<file path="src/rtl/hazard_ctrl_pkg.sv">
// hazard_ctrl_pkg: shared types and constants for the pipeline hazard controller (register index type, pipeline-register control bundle, default mul/div latency)
package hazard_ctrl_pkg;
  localparam int MULDIV_LAT = 4;
  typedef logic [4:0] creg_addr_t;
  typedef struct packed {
    logic stall_f;
    logic stall_d;
    logic flush_d;
    logic flush_e;
  } hazard_ctrl_t;
endpackage

</file>
<file path="src/rtl/hazard_ctrl_scoreboard.sv">
// hazard_ctrl_scoreboard: pending-write scoreboard with set-priority update and write-through ready lookups; ports: clk/reset, set_en/set_rd, wb_valid/wb_wen/wb_rd, lookup ra1/ra2/rd -> pend1/pend2/pend_rd, sb
module hazard_ctrl_scoreboard
  import hazard_ctrl_pkg::*;
#(
  parameter int NREG = 32
) (
  input  logic            clk,
  input  logic            reset,
  input  logic            set_en,
  input  creg_addr_t      set_rd,
  input  logic            wb_valid,
  input  logic            wb_wen,
  input  creg_addr_t      wb_rd,
  input  creg_addr_t      ra1,
  input  creg_addr_t      ra2,
  input  creg_addr_t      rd,
  output logic            pend1,
  output logic            pend2,
  output logic            pend_rd,
  output logic [NREG-1:0] sb
);
  logic [NREG-1:0] sb_q, sb_d, set_m, clr_m;
  logic wb_hit;
  function automatic logic wbclr(creg_addr_t r);
    return wb_hit & (wb_rd == r);
  endfunction
  assign wb_hit = wb_valid & wb_wen & (wb_rd != '0);
  assign set_m = (set_en & (set_rd != '0)) ? NREG'(1) << set_rd : '0;
  assign clr_m = wb_hit ? NREG'(1) << wb_rd : '0;
  // a register retiring this cycle is already visible through the write-through regfile
  assign pend1 = sb_q[ra1] & ~wbclr(ra1);
  assign pend2 = sb_q[ra2] & ~wbclr(ra2);
  assign pend_rd = sb_q[rd] & ~wbclr(rd);
  assign sb = sb_q;
  always_comb begin
    sb_d = (sb_q & ~clr_m) | set_m;
    sb_d[0] = 1'b0;
  end
  always_ff @(posedge clk or posedge reset)
    if (reset) sb_q <= '0;
    else sb_q <= sb_d;
endmodule

</file>
<file path="src/rtl/hazard_ctrl.sv">
// hazard_ctrl: issue/stall/flush controller; ports: decode operands, writeback retire, redirect, imem/dmem wait in; issue, stall_f/d, flush_d/e, ex_busy, sb_pending out
module hazard_ctrl
  import hazard_ctrl_pkg::*;
#(
  parameter int NREG = 32,
  parameter int MULDIV_LAT = hazard_ctrl_pkg::MULDIV_LAT
) (
  input  logic            clk,
  input  logic            reset,
  input  logic            d_valid,
  input  creg_addr_t      d_ra1,
  input  logic            d_use1,
  input  creg_addr_t      d_ra2,
  input  logic            d_use2,
  input  creg_addr_t      d_rd,
  input  logic            d_wen,
  input  logic            d_multi,
  input  logic            wb_valid,
  input  creg_addr_t      wb_rd,
  input  logic            wb_wen,
  input  logic            redirect,
  input  logic            imem_wait,
  input  logic            dmem_wait,
  output logic            issue,
  output logic            stall_f,
  output logic            stall_d,
  output logic            flush_d,
  output logic            flush_e,
  output logic            ex_busy,
  output logic [NREG-1:0] sb_pending
);
  localparam int CW = (MULDIV_LAT > 1) ? $clog2(MULDIV_LAT) : 1;
  logic [CW-1:0] cnt_q, cnt_d;
  logic pend1, pend2, pend_rd, raw, waw, go, hold;
  hazard_ctrl_t ctl;
  hazard_ctrl_scoreboard #(.NREG(NREG)) u_sb (
    .clk(clk), .reset(reset),
    .set_en(go & d_wen), .set_rd(d_rd),
    .wb_valid(wb_valid), .wb_wen(wb_wen), .wb_rd(wb_rd),
    .ra1(d_ra1), .ra2(d_ra2), .rd(d_rd),
    .pend1(pend1), .pend2(pend2), .pend_rd(pend_rd),
    .sb(sb_pending)
  );
  assign raw = d_valid & ((d_use1 & pend1) | (d_use2 & pend2));
  assign waw = d_valid & d_wen & (d_rd != '0) & pend_rd;
  assign ex_busy = cnt_q != '0;
  assign go = d_valid & ~raw & ~waw & ~ex_busy & ~dmem_wait & ~redirect;
  assign hold = d_valid & ~go;
  assign issue = go & ~reset;
  // reset forces bubbles into both pipeline registers
  always_comb begin
    ctl = reset     ? '{1'b0, 1'b0, 1'b1, 1'b1} :
          dmem_wait ? '{1'b1, 1'b1, 1'b0, 1'b0} :
          redirect  ? '{imem_wait, 1'b0, 1'b1, 1'b1} :
                      '{hold | imem_wait, hold, imem_wait & ~hold, ~go};
    cnt_d = (go & d_multi)          ? CW'(MULDIV_LAT - 1) :
            (ex_busy & ~dmem_wait)  ? cnt_q - 1'b1 : cnt_q;
  end
  assign {stall_f, stall_d, flush_d, flush_e} = ctl;
  always_ff @(posedge clk or posedge reset)
    if (reset) cnt_q <= '0;
    else cnt_q <= cnt_d;
endmodule

</file>
<file path="config.mk">
export PLATFORM = sky130hd
export DESIGN_NAME = hazard_ctrl
export DESIGN_NICKNAME = d
export VERILOG_FILES = /design/src/rtl/hazard_ctrl_pkg.sv /design/src/rtl/hazard_ctrl_scoreboard.sv /design/src/rtl/hazard_ctrl.sv
export SDC_FILE = /design/constraint.sdc
export NUM_CORES = 1
export LEC_CHECK = 0
export CAP_MARGIN = 15
export CORE_MARGIN = 2
export CORE_UTILIZATION = 35
export CTS_CLUSTER_DIAMETER = 100
export DETAILED_ROUTE_END_ITERATION = 8
export GPL_TIMING_DRIVEN = 0
export PLACE_DENSITY = 0.72
export SLEW_MARGIN = 5
export SYNTH_ARGS = -nofsm -noshare
export SYNTH_HDL_FRONTEND = slang
export SYNTH_SLANG_ARGS = --single-unit
</file>
<file path="constraint.sdc">
create_clock -name clk -period 2.7 [get_ports clk]
set_clock_uncertainty 0.2 [all_clocks]
set_input_delay 0.27 -clock clk [delete_from_list [all_inputs] [get_ports clk]]
set_output_delay 0.27 -clock clk [all_outputs]
set_load 0.03 [all_outputs]
</file>
### Word-level counts from Yosys, hierarchy flattened

Index checks and enable logic that the tools add are counted.

* logic and storage cells: 70
* bits in registers: 33
* input bits: 32

* add/sub/neg operators: 1
* shifts and indexed selects: 2
* equality and inequality tests: 3
* bitwise gates (word level): 42
* reduce and logical (&&, ||, !) cells: 4
* mux-type cells: 13
* $lt $le $gt $ge: 3

Operators with widths (count)
* $mux 32: 2
* $shl 1x5->32 const A: 2
* $and 32x32->32: 1
* $not 32->32: 1
* $or 32x32->32: 1
* $and 1x1->1: 26
* $lt 5x6->1 const B: 3
* $bmux 1 s5: 3
* $eq 5x5->1: 3
* $mux 4: 3
* $not 1->1: 11
* $reduce_bool 5->1: 2
* $mux 2: 2
* $reduce_bool 2->1: 2
* $mux 1: 3
* $or 1x1->1: 2
* $sub 2x1->2 const B: 1

### Longest topological paths before layout

Gate-level depths: netlist of the first run.

* depth after elaboration: 21
* depth in mapped cells: 10

### Modules after synthesis

A second synthesis of the first run with hierarchy kept.

* cell total of the unflattened synthesis: 265
* area, all modules: 2592.5 um2

By module, submodules not included
* hazard_ctrl_scoreboard: area an instance 2358.5 um2, instances 1, sequential area each 775.7 um2, cells an instance 236
* hazard_ctrl: area an instance 234.0 um2, instances 1, sequential area each 50.0 um2, cells an instance 29

### Least setup slack after synthesis of the first run

No wires, ideal clock.

* path type: register -> output
* start point: register u_sb.sb_q[23], in the netlist u_sb.sb[23]
* end point: output issue
* setup slack: -975 ps
* arrival: 3205 ps
* required time: 2230 ps
* stages on the path, launching flop included: 9
* path buffers: 2
* cells stage by stage: dfrtp_1 > mux4_2 > mux2_2 > or3_1 > and4b_1 > a41o_1 > buf_2 > buf_2 > nor4_1

* longest elaborated chain between the ends: 13

RTL lines
* start, declared: line hazard_ctrl_scoreboard.sv:22 `logic [NREG-1:0] sb_q, sb_d, set_m, clr_m;`
* start signal, assigned: line hazard_ctrl_scoreboard.sv:40 `if (reset) sb_q <= '0;`
* start signal, assigned: line hazard_ctrl_scoreboard.sv:41 `else sb_q <= sb_d;`
* $bmux 1 s5 (on tied branches): line hazard_ctrl_scoreboard.sv:31, hazard_ctrl_scoreboard.sv:32
* $mux 1 (on tied branches): line hazard_ctrl_scoreboard.sv:31, hazard_ctrl_scoreboard.sv:32
* $and 1x1->1 (on tied branches): line hazard_ctrl_scoreboard.sv:31, hazard_ctrl_scoreboard.sv:32
* $and 1x1->1: line hazard_ctrl.sv:44 `assign raw = d_valid & ((d_use1 & pend1) | (d_use2 & pend2));`
* $or 1x1->1: line hazard_ctrl.sv:44
* $and 1x1->1: line hazard_ctrl.sv:44
* $not 1->1: line hazard_ctrl.sv:47 `assign go = d_valid & ~raw & ~waw & ~ex_busy & ~dmem_wait & ~redirect;`
* $and 1x1->1: line hazard_ctrl.sv:47
* $and 1x1->1 * (4 in a row): line hazard_ctrl.sv:47
* $and 1x1->1 *: line hazard_ctrl.sv:49 `assign issue = go & ~reset;`
* end, declared: line hazard_ctrl.sv:24 `output logic issue,`

Mark *: on every way between the ends. The rest lies on a longest branch, timed or not. The select of a mux whose other input is x is not followed.

### Final worst setup path of the first run

* start point: input d_rd[1]
* end point: output stall_d

* longest elaborated chain between the ends: 15

RTL lines
* start, declared: line hazard_ctrl.sv:15 `input creg_addr_t d_rd,`
* parallel branches: the longest is 4 deep, another holds $bmux 1 s5
* $and 1x1->1 *: line hazard_ctrl.sv:45 `assign waw = d_valid & d_wen & (d_rd != '0) & pend_rd;`
* $not 1->1 *: line hazard_ctrl.sv:47
* $and 1x1->1 * (4 in a row): line hazard_ctrl.sv:47
* $not 1->1 *: line hazard_ctrl.sv:48 `assign hold = d_valid & ~go;`
* $and 1x1->1 *: line hazard_ctrl.sv:48
* $mux 4 *: line hazard_ctrl.sv:54 `redirect ? '{imem_wait, 1'b0, 1'b1, 1'b1} :`
* $mux 4 *: line hazard_ctrl.sv:53 `dmem_wait ? '{1'b1, 1'b1, 1'b0, 1'b0} :`
* $mux 4 *: line hazard_ctrl.sv:52 `ctl = reset ? '{1'b0, 1'b0, 1'b1, 1'b1} :`
* end, declared: line hazard_ctrl.sv:26 `output logic stall_d,`

Mark *: on every way between the ends. The select of a mux whose other input is x is not followed.

==> impl_metrics.env, run 1 <==
export IMPL_htree_levels=2
export IMPL_hold_violations=0
export IMPL_grt_ovfl_total=0
export IMPL_layout_drive_gt1_share=0.317
export IMPL_cts_root_buffer="clkbuf_8"
export IMPL_path_buf_inv=5
export IMPL_ant_nets=0
export IMPL_outcome="complete, but fails checks"
export IMPL_async_reset_ff_frac=1.00
export IMPL_final_area_mm2=0.00432
export IMPL_numPortBuffers=56
export IMPL_cts_clk_slew_worst_paths_ns=0.07
export IMPL_yosysWarnings=0
export IMPL_drt_total_wl_mm=11.1
export IMPL_num_vias=3140
export IMPL_synth_cells=302
export IMPL_pwr_share_seq=0.350
export IMPL_cts_tree="built"
export IMPL_grt_max_degree=19
export IMPL_crit_fanout=10
export IMPL_track_usage=0.251
export IMPL_grt_pass1_wl_mm=16.9
export IMPL_final_util=0.553
export IMPL_layout_nets=417
export IMPL_antennaDiodeCount=0
export IMPL_rsz0062_at_grt="yes"
export IMPL_synth_ff_latch_count=33
export IMPL_synth_commonest_cells="dfrtp_1 (33), o21ai_0 (33), o41ai_1 (28), clkbuf_1 (21), nand2_1 (19)"
export IMPL_drt_iter0_drc=358
export IMPL_hp_class="input pin to asynchronous set/reset pin"
export IMPL_ctsLongestPathBuffers=2
export IMPL_violations="setup timing"
export IMPL_antenna_found_initial=0
export IMPL_cap_violations=0
export IMPL_routed_via_density=6.45
export IMPL_start_kind="input pin"
export IMPL_p_int_mw=1.04
export IMPL_die_area_mm2=0.00884
export IMPL_swShare=0.351
export IMPL_start_util=0.363
export IMPL_wl_per_cell_um=22.7
export IMPL_netSwitchingPower_mw=0.562
export IMPL_endpoint_kind="primary output"
export IMPL_drc=0
export IMPL_clk_latency_ns=0.28
export IMPL_die_w_um=94.0
export IMPL_slew_headroom=0.475
export IMPL_clkSinkCount=33
export IMPL_synthesis_nets=335
export IMPL_core_mm2=0.00781
export IMPL_cts_buffers=5
export IMPL_die_h_um=94.0
export IMPL_yosysTopAreaCell="dfrtp_1"
export IMPL_yosys_area_top_type_share=0.291
export IMPL_min_period_ns=3.33
export IMPL_cp_top_family="buffers and inverters"
export IMPL_final_setup_viol_count=38
export IMPL_fill_cells=677
export IMPL_p_leak_nw=1.70
export IMPL_p_comb_frac=0.392
export IMPL_gp_congestion=0.917
export IMPL_setup_ws_ns=-0.628
export IMPL_syn_area_mm2=0.00284
export IMPL_slowest_delay_ns=0.53
export IMPL_critPathRequiredTime_ns=2.23
export IMPL_synth_cell_type_count=47
export IMPL_synth_edf_count=0
export IMPL_first_pass_iters=6
export IMPL_timing_final_crit_share=1.23
export IMPL_yosysSeqAreaShare=0.291
export IMPL_drv_slew=0
export IMPL_critical_path_class="input pin to primary output"
export IMPL_arrival_ns=2.86
export IMPL_cp_slowest_cell="clkdlybuf4s50_1"
export IMPL_pwr_share_clk=0.258
export IMPL_syn2layout_area_growth_pct=52.2
export IMPL_dpl_instance_area_mm2=0.00369
export IMPL_hpwl_mm=7.61
export IMPL_pin_count=70
export IMPL_crit_chain="clkdlybuf4s50_1 -> buf_6 -> mux2_2 -> a221oi_1 -> a2111o_1 -> a21oi_1 -> clkbuf_4 -> buf_4 -> o32a_2 -> buf_2"
export IMPL_tightestPinTransition_ns=0.787
export IMPL_fmax_mhz=300
export IMPL_synth_area_leaders="dfrtp_1 (29%), mux4_2 (13%), o41ai_1 (8.6%)"
export IMPL_vdd_drop_max_v=0.000370
export IMPL_cts_hold_buf=0
export IMPL_avgSynthCellArea_um2=9.39
export IMPL_first_global_vias=3128
export IMPL_core_rowCount=32
export IMPL_power_density_mw_per_mm2=371
export IMPL_synth_main_ff_cell="dfrtp_1"
export IMPL_power_mw=1.60
==> registers in the layout (all words and copies together) (netlist names) <==
register	cells
u_sb.sb	31
cnt_q	2
==> through the flow <==
stage	worst slack (ns)	setup TNS, ns	hold WS, ns	instances
6_report	-0.628	-11.46	0.102	487
5_1_grt	-0.693	-13.78	0.186	487
4_1_cts	-0.610	-10.69	0.108	485
3_3_place_gp	-1.60	-28.91	0.306	460
3_5_place_dp	-1.64	-30.39	0.324	461
2_1_floorplan	-0.270	-1.54	0.228	302
==> power groups by stage <==
stage	registers, mW	clock network, mW	logic [mW]
after floorplan	0.588	0	0.294
after global placement	0.570	0	0.472
after detailed placement	0.571	0	0.487
after CTS	0.559	0.410	0.593
after global routing	0.564	0.435	0.673
final	0.560	0.414	0.627
==> worst paths after layout <==
path / start / end / cells after the start / slack (ns)
max in group asynchronous: reset / u_sb.sb[19] / 3 / 1.64
worst max-delay path: d_rd[1] / stall_d / 10 / -0.63
min in group clk: cnt_q[0] / cnt_q[0] / 2 / 0.37
worst min-delay path: reset / u_sb.sb[12] / 2 / 0.10
worst min register to register: cnt_q[0] / cnt_q[0] / 2 / 0.37
worst max register to register: u_sb.sb[23] / u_sb.sb[3] / 10 / -0.41
==> what timing repair did <==
action / 4_1_cts / 5_1_grt
gates cloned: 1 / 0
setup buffers: 15 / 7
pin swaps: 10 / 4
endpoints found under the setup margin: 38 / 38
resized for setup: 75 / 36
==> logic make-up (layout without fill, tap and decap cells) <==
group / Yosys count / in the layout / synth area share
flops: 33 / 33 / 0.291
mux: 31 / 31 / 0.188
other cells: 1 / 1 / 0.00132
simple gates: 91 / 91 / 0.174
fa+ha+maj: 1 / 1 / 0.00441
xor+xnor: 16 / 16 / 0.0494
buf+inv: 36 / 119 / 0.0551
compound gates: 93 / 93 / 0.237
==> layer usage <==
metal | GRT usage | share of wire | vias up
li1 | - | - | 1358
met1 | 0.337 | 0.40 | 1558
met2 | 0.417 | 0.49 | 201
met3 | 0.0369 | 0.086 | 23
met4 | 0.0797 | 0.021 | 0
met5 | 0 | 0 | -
==> cell usage in the layout, fill, tap and decap left out, types with 4 or more instances in the layout <==
master / n
o21ai_0: 32
xor2_1: 7
buf_6: 8
buf_4: 16
a21oi_1: 4
o41ai_2: 10
dfrtp_1: 25
nor2_1: 14
nand3_1: 9
nand2_1: 19
nor3_1: 4
nor2b_1: 4
clkbuf_2: 4
inv_1: 5
o41ai_4: 11
mux2i_1: 6
or2_2: 6
xnor2_1: 9
clkdlybuf4s50_1: 50
mux4_2: 17
mux2_2: 7
dfrtp_2: 8
o41ai_1: 8
clkbuf_1: 12
clkbuf_8: 8
or3_1: 7
nand2b_1: 8
o31ai_4: 6
nand3b_1: 7
==> final cells by class <==
type                       count  area [um2]  share of cell area
buffer                        30         185              0.0429
clock buffer                   7        96.3              0.0223
clock inverter                 1        5.00             0.00116
inverter                       5        18.8             0.00435
multi-input combinational    233        2260               0.523
sequential                    33         836               0.194
tap                          102         128              0.0296
timing repair buffer          76         790               0.183
Note: power is estimated with default switching activity, not from simulation.
==> inputs of run 2 (changes only) <==
--- a/config.mk
+++ b/config.mk
@@ -6,13 +6,15 @@
 export NUM_CORES = 1
 export LEC_CHECK = 0
 export CAP_MARGIN = 15
+export CELL_PAD_IN_SITES_DETAIL_PLACEMENT = 1
+export CELL_PAD_IN_SITES_GLOBAL_PLACEMENT = 1
 export CORE_MARGIN = 2
-export CORE_UTILIZATION = 35
+export CORE_UTILIZATION = 34
 export CTS_CLUSTER_DIAMETER = 100
 export DETAILED_ROUTE_END_ITERATION = 8
 export GPL_TIMING_DRIVEN = 0
-export PLACE_DENSITY = 0.72
-export SLEW_MARGIN = 5
+export PLACE_DENSITY = 0.87
+export SLEW_MARGIN = 20
 export SYNTH_ARGS = -nofsm -noshare
 export SYNTH_HDL_FRONTEND = slang
 export SYNTH_SLANG_ARGS = --single-unit
==> impl_metrics.env, run 2 (same netlist as run 1, synthesis figures left out) <==
export IMPL_largest_register_ffs=31
export IMPL_hold_violations=0
export IMPL_die_area_mm2=0.00909
export IMPL_min_period_ns=3.53
export IMPL_layout_common_cells="clkdlybuf4s50_1 (50), o21ai_0 (32), buf_4 (26)"
export IMPL_syn2layout_area_growth_pct=55.8
export IMPL_layout_commonest_cell="clkdlybuf4s50_1"
export IMPL_start_util=0.349
export IMPL_cts_tree="built"
export IMPL_timing_final_crit_share=1.31
export IMPL_tightestPinTransition_ns=0.744
export IMPL_cts_root_buffer="clkbuf_8"
export IMPL_hpwl_mm=8.29
export IMPL_antennaDiodeCount=0
export IMPL_core_rowCount=33
export IMPL_clkSinkCount=33
export IMPL_power_density_mw_per_mm2=369
export IMPL_dpl_cell_count=463
export IMPL_crit_fanout=10
export IMPL_grt_pass1_wl_mm=18.6
export IMPL_final_util=0.543
export IMPL_first_global_vias=3476
export IMPL_final_setup_viol_count=38
export IMPL_p_leak_nw=1.77
export IMPL_core_mm2=0.00813
export IMPL_grt_max_degree=35
export IMPL_die_w_um=95.3
export IMPL_critPathRequiredTime_ns=2.23
export IMPL_ctsLongestPathBuffers=2
export IMPL_setup_ws_ns=-0.828
export IMPL_dpl_instance_area_mm2=0.00366
export IMPL_arrival_ns=3.06
export IMPL_violations="setup timing"
export IMPL_wl_per_cell_um=26.8
export IMPL_vdd_drop_max_v=0.000363
export IMPL_drt_total_wl_mm=13.4
export IMPL_cts_clk_slew_worst_paths_ns=0.08
export IMPL_layout_drive_gt1_share=0.340
export IMPL_cts_buffers=5
export IMPL_endpoint_kind="primary output"
export IMPL_antenna_found_initial=0
export IMPL_fill_cells=903
export IMPL_final_area_mm2=0.00442
export IMPL_layout_nets=426
export IMPL_cts_hold_buf=0
export IMPL_die_h_um=95.3
export IMPL_drv_slew=0
export IMPL_rsz0062_at_grt="yes"
export IMPL_routed_via_density=6.68
export IMPL_first_pass_iters=5
export IMPL_start_kind="input pin"
export IMPL_clk_latency_ns=0.30
export IMPL_hp_class="input pin to asynchronous set/reset pin"
export IMPL_track_usage=0.271
export IMPL_ant_nets=0
export IMPL_cap_violations=0
export IMPL_htree_levels=2
export IMPL_numPortBuffers=56
export IMPL_drt_iter0_drc=345
export IMPL_fmax_mhz=283
export IMPL_gp_congestion=0.874
export IMPL_outcome="complete, but fails checks"
export IMPL_final_cells=499
export IMPL_pin_count=70
export IMPL_num_vias=3333
export IMPL_reg2reg_from="u_sb.sb[19]"
export IMPL_critical_path_class="input pin to primary output"
export IMPL_drc=0
export IMPL_grt_ovfl_total=0
export IMPL_slew_headroom=0.499
export IMPL_crit_start="wb_rd[3]"
-- run 2: final timing paths --
path                       depth (start not counted)  slack, ns     endpoint
hold reg to reg                                    2       0.38     cnt_q[0]
min in group clk                                   2       0.38     cnt_q[0]
hold / removal                                     2       0.08  u_sb.sb[27]
max in group asynchronous                          2       1.69  u_sb.sb[20]
setup reg to reg                                  10      -0.44  u_sb.sb[25]
setup / recovery                                  11      -0.83      stall_d
-- run 2: routing by layer --
| layer | global-route usage | routed length, um | up-vias |
|---|---|---|---|
| li1 | - | - | 1365 |
| met1 | 0.342 | 4890 | 1679 |
| met2 | 0.486 | 6830 | 235 |
| met3 | 0.0285 | 1140 | 54 |
| met4 | 0.0833 | 502 | 0 |
| met5 | 0 | 0 | - |
-- run 2: area by class of cell --
cell class / instances / area, um2 / area share
plain buffers: 31 / 216 / 0.0490
clock buffers: 8 / 90.1 / 0.0204
inverters: 5 / 18.8 / 0.00425
multi-input cells: 233 / 2290 / 0.518
flip-flops and latches: 33 / 836 / 0.189
well taps: 105 / 131 / 0.0297
repair buffers: 84 / 837 / 0.189
-- run 2: timing repair --
action,CTS,global route
gates cloned,1,0
buffers inserted,12,15
pin swaps,4,23
setup endpoints to repair,38,38
resized for setup,72,38
-- run 2: critical path, cell delays in order --
cell,delay [ns]
clkdlybuf4s50_1,0.51
clkbuf_1,0.47
xor2_1,0.16
nor3_1,0.23
nand3_1,0.15
o2111ai_1,0.24
a21oi_1,0.10
buf_4,0.18
clkbuf_8,0.18
o32a_2,0.37
buf_2,0.18
-- run 2: through the flow --
stage          TNS, ns  hold WS (ns)  power, mW  setup WS (ns)
6_report        -13.27        0.0797       1.63         -0.828
5_1_grt         -15.21         0.182       1.69         -0.923
4_1_cts          -8.77        0.0999       1.50         -0.618
3_5_place_dp    -30.13         0.323       1.06          -1.65
3_3_place_gp    -27.88         0.304       1.04          -1.60
2_1_floorplan    -1.54         0.228      0.882         -0.270
-- run 2: report_power, final --
part | internal, mW | switching (mW) | total [mW]
clock | 0.208 | 0.187 | 0.394
sequential | 0.527 | 0.0371 | 0.564
combinational | 0.299 | 0.372 | 0.671
total | 1.03 | 0.596 | 1.63
==> inputs of run 3 (changes only) <==
--- a/config.mk
+++ b/config.mk
@@ -9,11 +9,11 @@
 export CELL_PAD_IN_SITES_DETAIL_PLACEMENT = 1
 export CELL_PAD_IN_SITES_GLOBAL_PLACEMENT = 1
 export CORE_MARGIN = 2
-export CORE_UTILIZATION = 34
+export CORE_UTILIZATION = 35
 export CTS_CLUSTER_DIAMETER = 100
 export DETAILED_ROUTE_END_ITERATION = 8
 export GPL_TIMING_DRIVEN = 0
-export PLACE_DENSITY = 0.87
+export PLACE_DENSITY = 0.86
 export SLEW_MARGIN = 20
 export SYNTH_ARGS = -nofsm -noshare
 export SYNTH_HDL_FRONTEND = slang
==> constraint.sdc (replaced) <==
create_clock -name clk -period 4.3 [get_ports clk]
set_clock_uncertainty 0.2 [all_clocks]
set_input_delay 0.43 -clock clk [delete_from_list [all_inputs] [get_ports clk]]
set_output_delay 0.43 -clock clk [all_outputs]
set_load 0.03 [all_outputs]
==> impl_metrics.env, run 3 (same netlist as run 1, synthesis figures left out) <==
export IMPL_drc=0
export IMPL_die_h_um=94.0
export IMPL_cts_tree="built"
export IMPL_cts_clk_slew_worst_paths_ns=0.06
export IMPL_track_usage=0.246
export IMPL_drt_iter0_drc=246
export IMPL_layout_commonest_cell="clkdlybuf4s50_1"
export IMPL_endpoint_kind="primary output"
export IMPL_final_util=0.463
export IMPL_slowest_delay_ns=0.52
export IMPL_ant_nets=0
export IMPL_gp_congestion=0.946
export IMPL_slew_headroom=0.503
export IMPL_core_rowCount=32
export IMPL_power_density_mw_per_mm2=244
export IMPL_rsz0062_at_grt="no"
export IMPL_layout_drive_gt1_share=0.145
export IMPL_die_w_um=94.0
export IMPL_crit_chain="clkdlybuf4s50_1 -> buf_2 -> buf_2 -> nor2b_2 -> a221oi_1 -> a2111o_1 -> a21oi_1 -> clkbuf_2 -> clkbuf_2 -> o32a_1 -> dlygate4sd2_1"
export IMPL_drt_total_wl_mm=10.7
export IMPL_hp_class="input pin to asynchronous set/reset pin"
export IMPL_critical_path_class="input pin to primary output"
export IMPL_reg2reg_to="u_sb.sb[29]"
export IMPL_pwr_share_clk=0.263
export IMPL_critPathRequiredTime_ns=3.67
export IMPL_drv_slew=0
export IMPL_core_mm2=0.00781
export IMPL_r2r_cells=8
export IMPL_die_area_mm2=0.00884
export IMPL_p_leak_nw=1.36
export IMPL_r2r_slack_ns=1.17
export IMPL_antennaDiodeCount=0
export IMPL_vdd_drop_max_v=0.000233
export IMPL_hpwl_mm=8.17
export IMPL_crit_start="d_rd[1]"
export IMPL_start_util=0.363
export IMPL_cts_buffers=5
export IMPL_dpl_cell_count=460
export IMPL_cp_endpoint="stall_d"
export IMPL_num_vias=2996
export IMPL_grt_ovfl_total=0
export IMPL_routed_via_density=6.42
export IMPL_layout_nets=398
export IMPL_wl_per_cell_um=22.9
export IMPL_first_pass_iters=5
export IMPL_hold_violations=0
export IMPL_syn2layout_area_growth_pct=27.6
export IMPL_clk_latency_ns=0.29
export IMPL_min_period_ns=4.16
export IMPL_crit_fanout=10
export IMPL_layout_common_cells="clkdlybuf4s50_1 (52), o21ai_0 (33), dfrtp_1 (33)"
export IMPL_final_setup_viol_count=0
export IMPL_p_int_mw=0.579
export IMPL_outcome="completed"
export IMPL_netSwitchingPower_mw=0.304
export IMPL_arrival_ns=3.53
export IMPL_ctsLongestPathBuffers=2
export IMPL_cts_root_buffer="clkbuf_8"
export IMPL_grt_pass1_wl_mm=16.5
export IMPL_grt_max_degree=35
export IMPL_final_cells=467
export IMPL_path_buf_inv=6
export IMPL_cap_violations=0
export IMPL_first_global_vias=3053
export IMPL_crit_cells=11
export IMPL_reg2reg_from="u_sb.sb[22]"
export IMPL_pwr_share_seq=0.400
export IMPL_tightestPinTransition_ns=0.746
export IMPL_p_comb_frac=0.336
export IMPL_tns_ns=0
export IMPL_antenna_found_initial=0
export IMPL_start_kind="input pin"
export IMPL_swShare=0.344
export IMPL_numPortBuffers=56
export IMPL_largest_register_ffs=31
export IMPL_clkSinkCount=33
export IMPL_fmax_mhz=240
export IMPL_pin_count=70
export IMPL_htree_levels=2
export IMPL_cp_top_family="buffers and inverters"
export IMPL_cp_slowest_cell="clkdlybuf4s50_1"
export IMPL_timing_final_crit_share=0.967
run 3: cell types whose count changed in the layout (fill, tap and decap cells not counted), sizes merged:
cell	delta
dlygate4sd2	+3
buf	-35
clkbuf	+1
clkdlybuf4s50	+2
run 3: worst min path at each step:
stage                   from          end  cells past startpoint
floorplan           cnt_q[1]     cnt_q[1]                      2
global placement    cnt_q[1]     cnt_q[1]                      2
detailed placement  cnt_q[0]     cnt_q[0]                      2
CTS                    reset  u_sb.sb[19]                      2
global route           reset  u_sb.sb[24]                      2
finish                 reset  u_sb.sb[26]                      2
run 3: power by group through the flow:
stage | clock network, mW | logic, mW | registers (mW)
6_report | 0.233 | 0.297 | 0.354
5_1_grt | 0.252 | 0.321 | 0.356
4_1_cts | 0.236 | 0.296 | 0.353
3_5_place_dp | 0 | 0.296 | 0.359
3_3_place_gp | 0 | 0.285 | 0.357
2_1_floorplan | 0 | 0.172 | 0.369
run 3: worst reg2reg max path: cells and delay by family, from the launching register on:
family,cells,cell delay (ns)
multiplexers,2,0.78
AO/OA/AOI/OAI,2,0.67
AND/OR/NAND/NOR,2,0.50
flip-flops,1,0.46
buffers and inverters,2,0.38
run 3: stage by stage:
stage               worst slack, ns  area [um2]  power (mW)  hold WS, ns
floorplan                     0.312        2840       0.541        0.285
global placement             -0.491        3520       0.642        0.304
detailed placement           -0.512        3520       0.654        0.317
CTS                         0.00607        3610       0.885        0.218
global route               0.000721        3620       0.928        0.301
finish                        0.140        3620       0.883        0.216
run 3: repair_timing:
item,in CTS,in global routing
hold buffers,0,0
resized for setup,9,3
gates cloned,0,0
setup endpoints to repair,5,1
buffers inserted,0,0
run 3: final cells by class:
class,instances,area [um2]
Sequential cell,33,826
Fill cell,910,4190
Inverter,5,18.8
Buffer,31,144
Tap cell,102,128
Timing Repair Buffer,56,559
Multi-Input combinational cell,233,1860
Clock buffer,7,86.3
run 3: layer usage:
layer | vias to the layer above | GRT usage | share of wire
met3 | 17 | 0.0457 | 0.079
li1 | 1312 | - | -
met1 | 1511 | 0.311 | 0.40
met5 | - | 0 | 0
met4 | 0 | 0.0737 | 0.016
met2 | 156 | 0.425 | 0.50
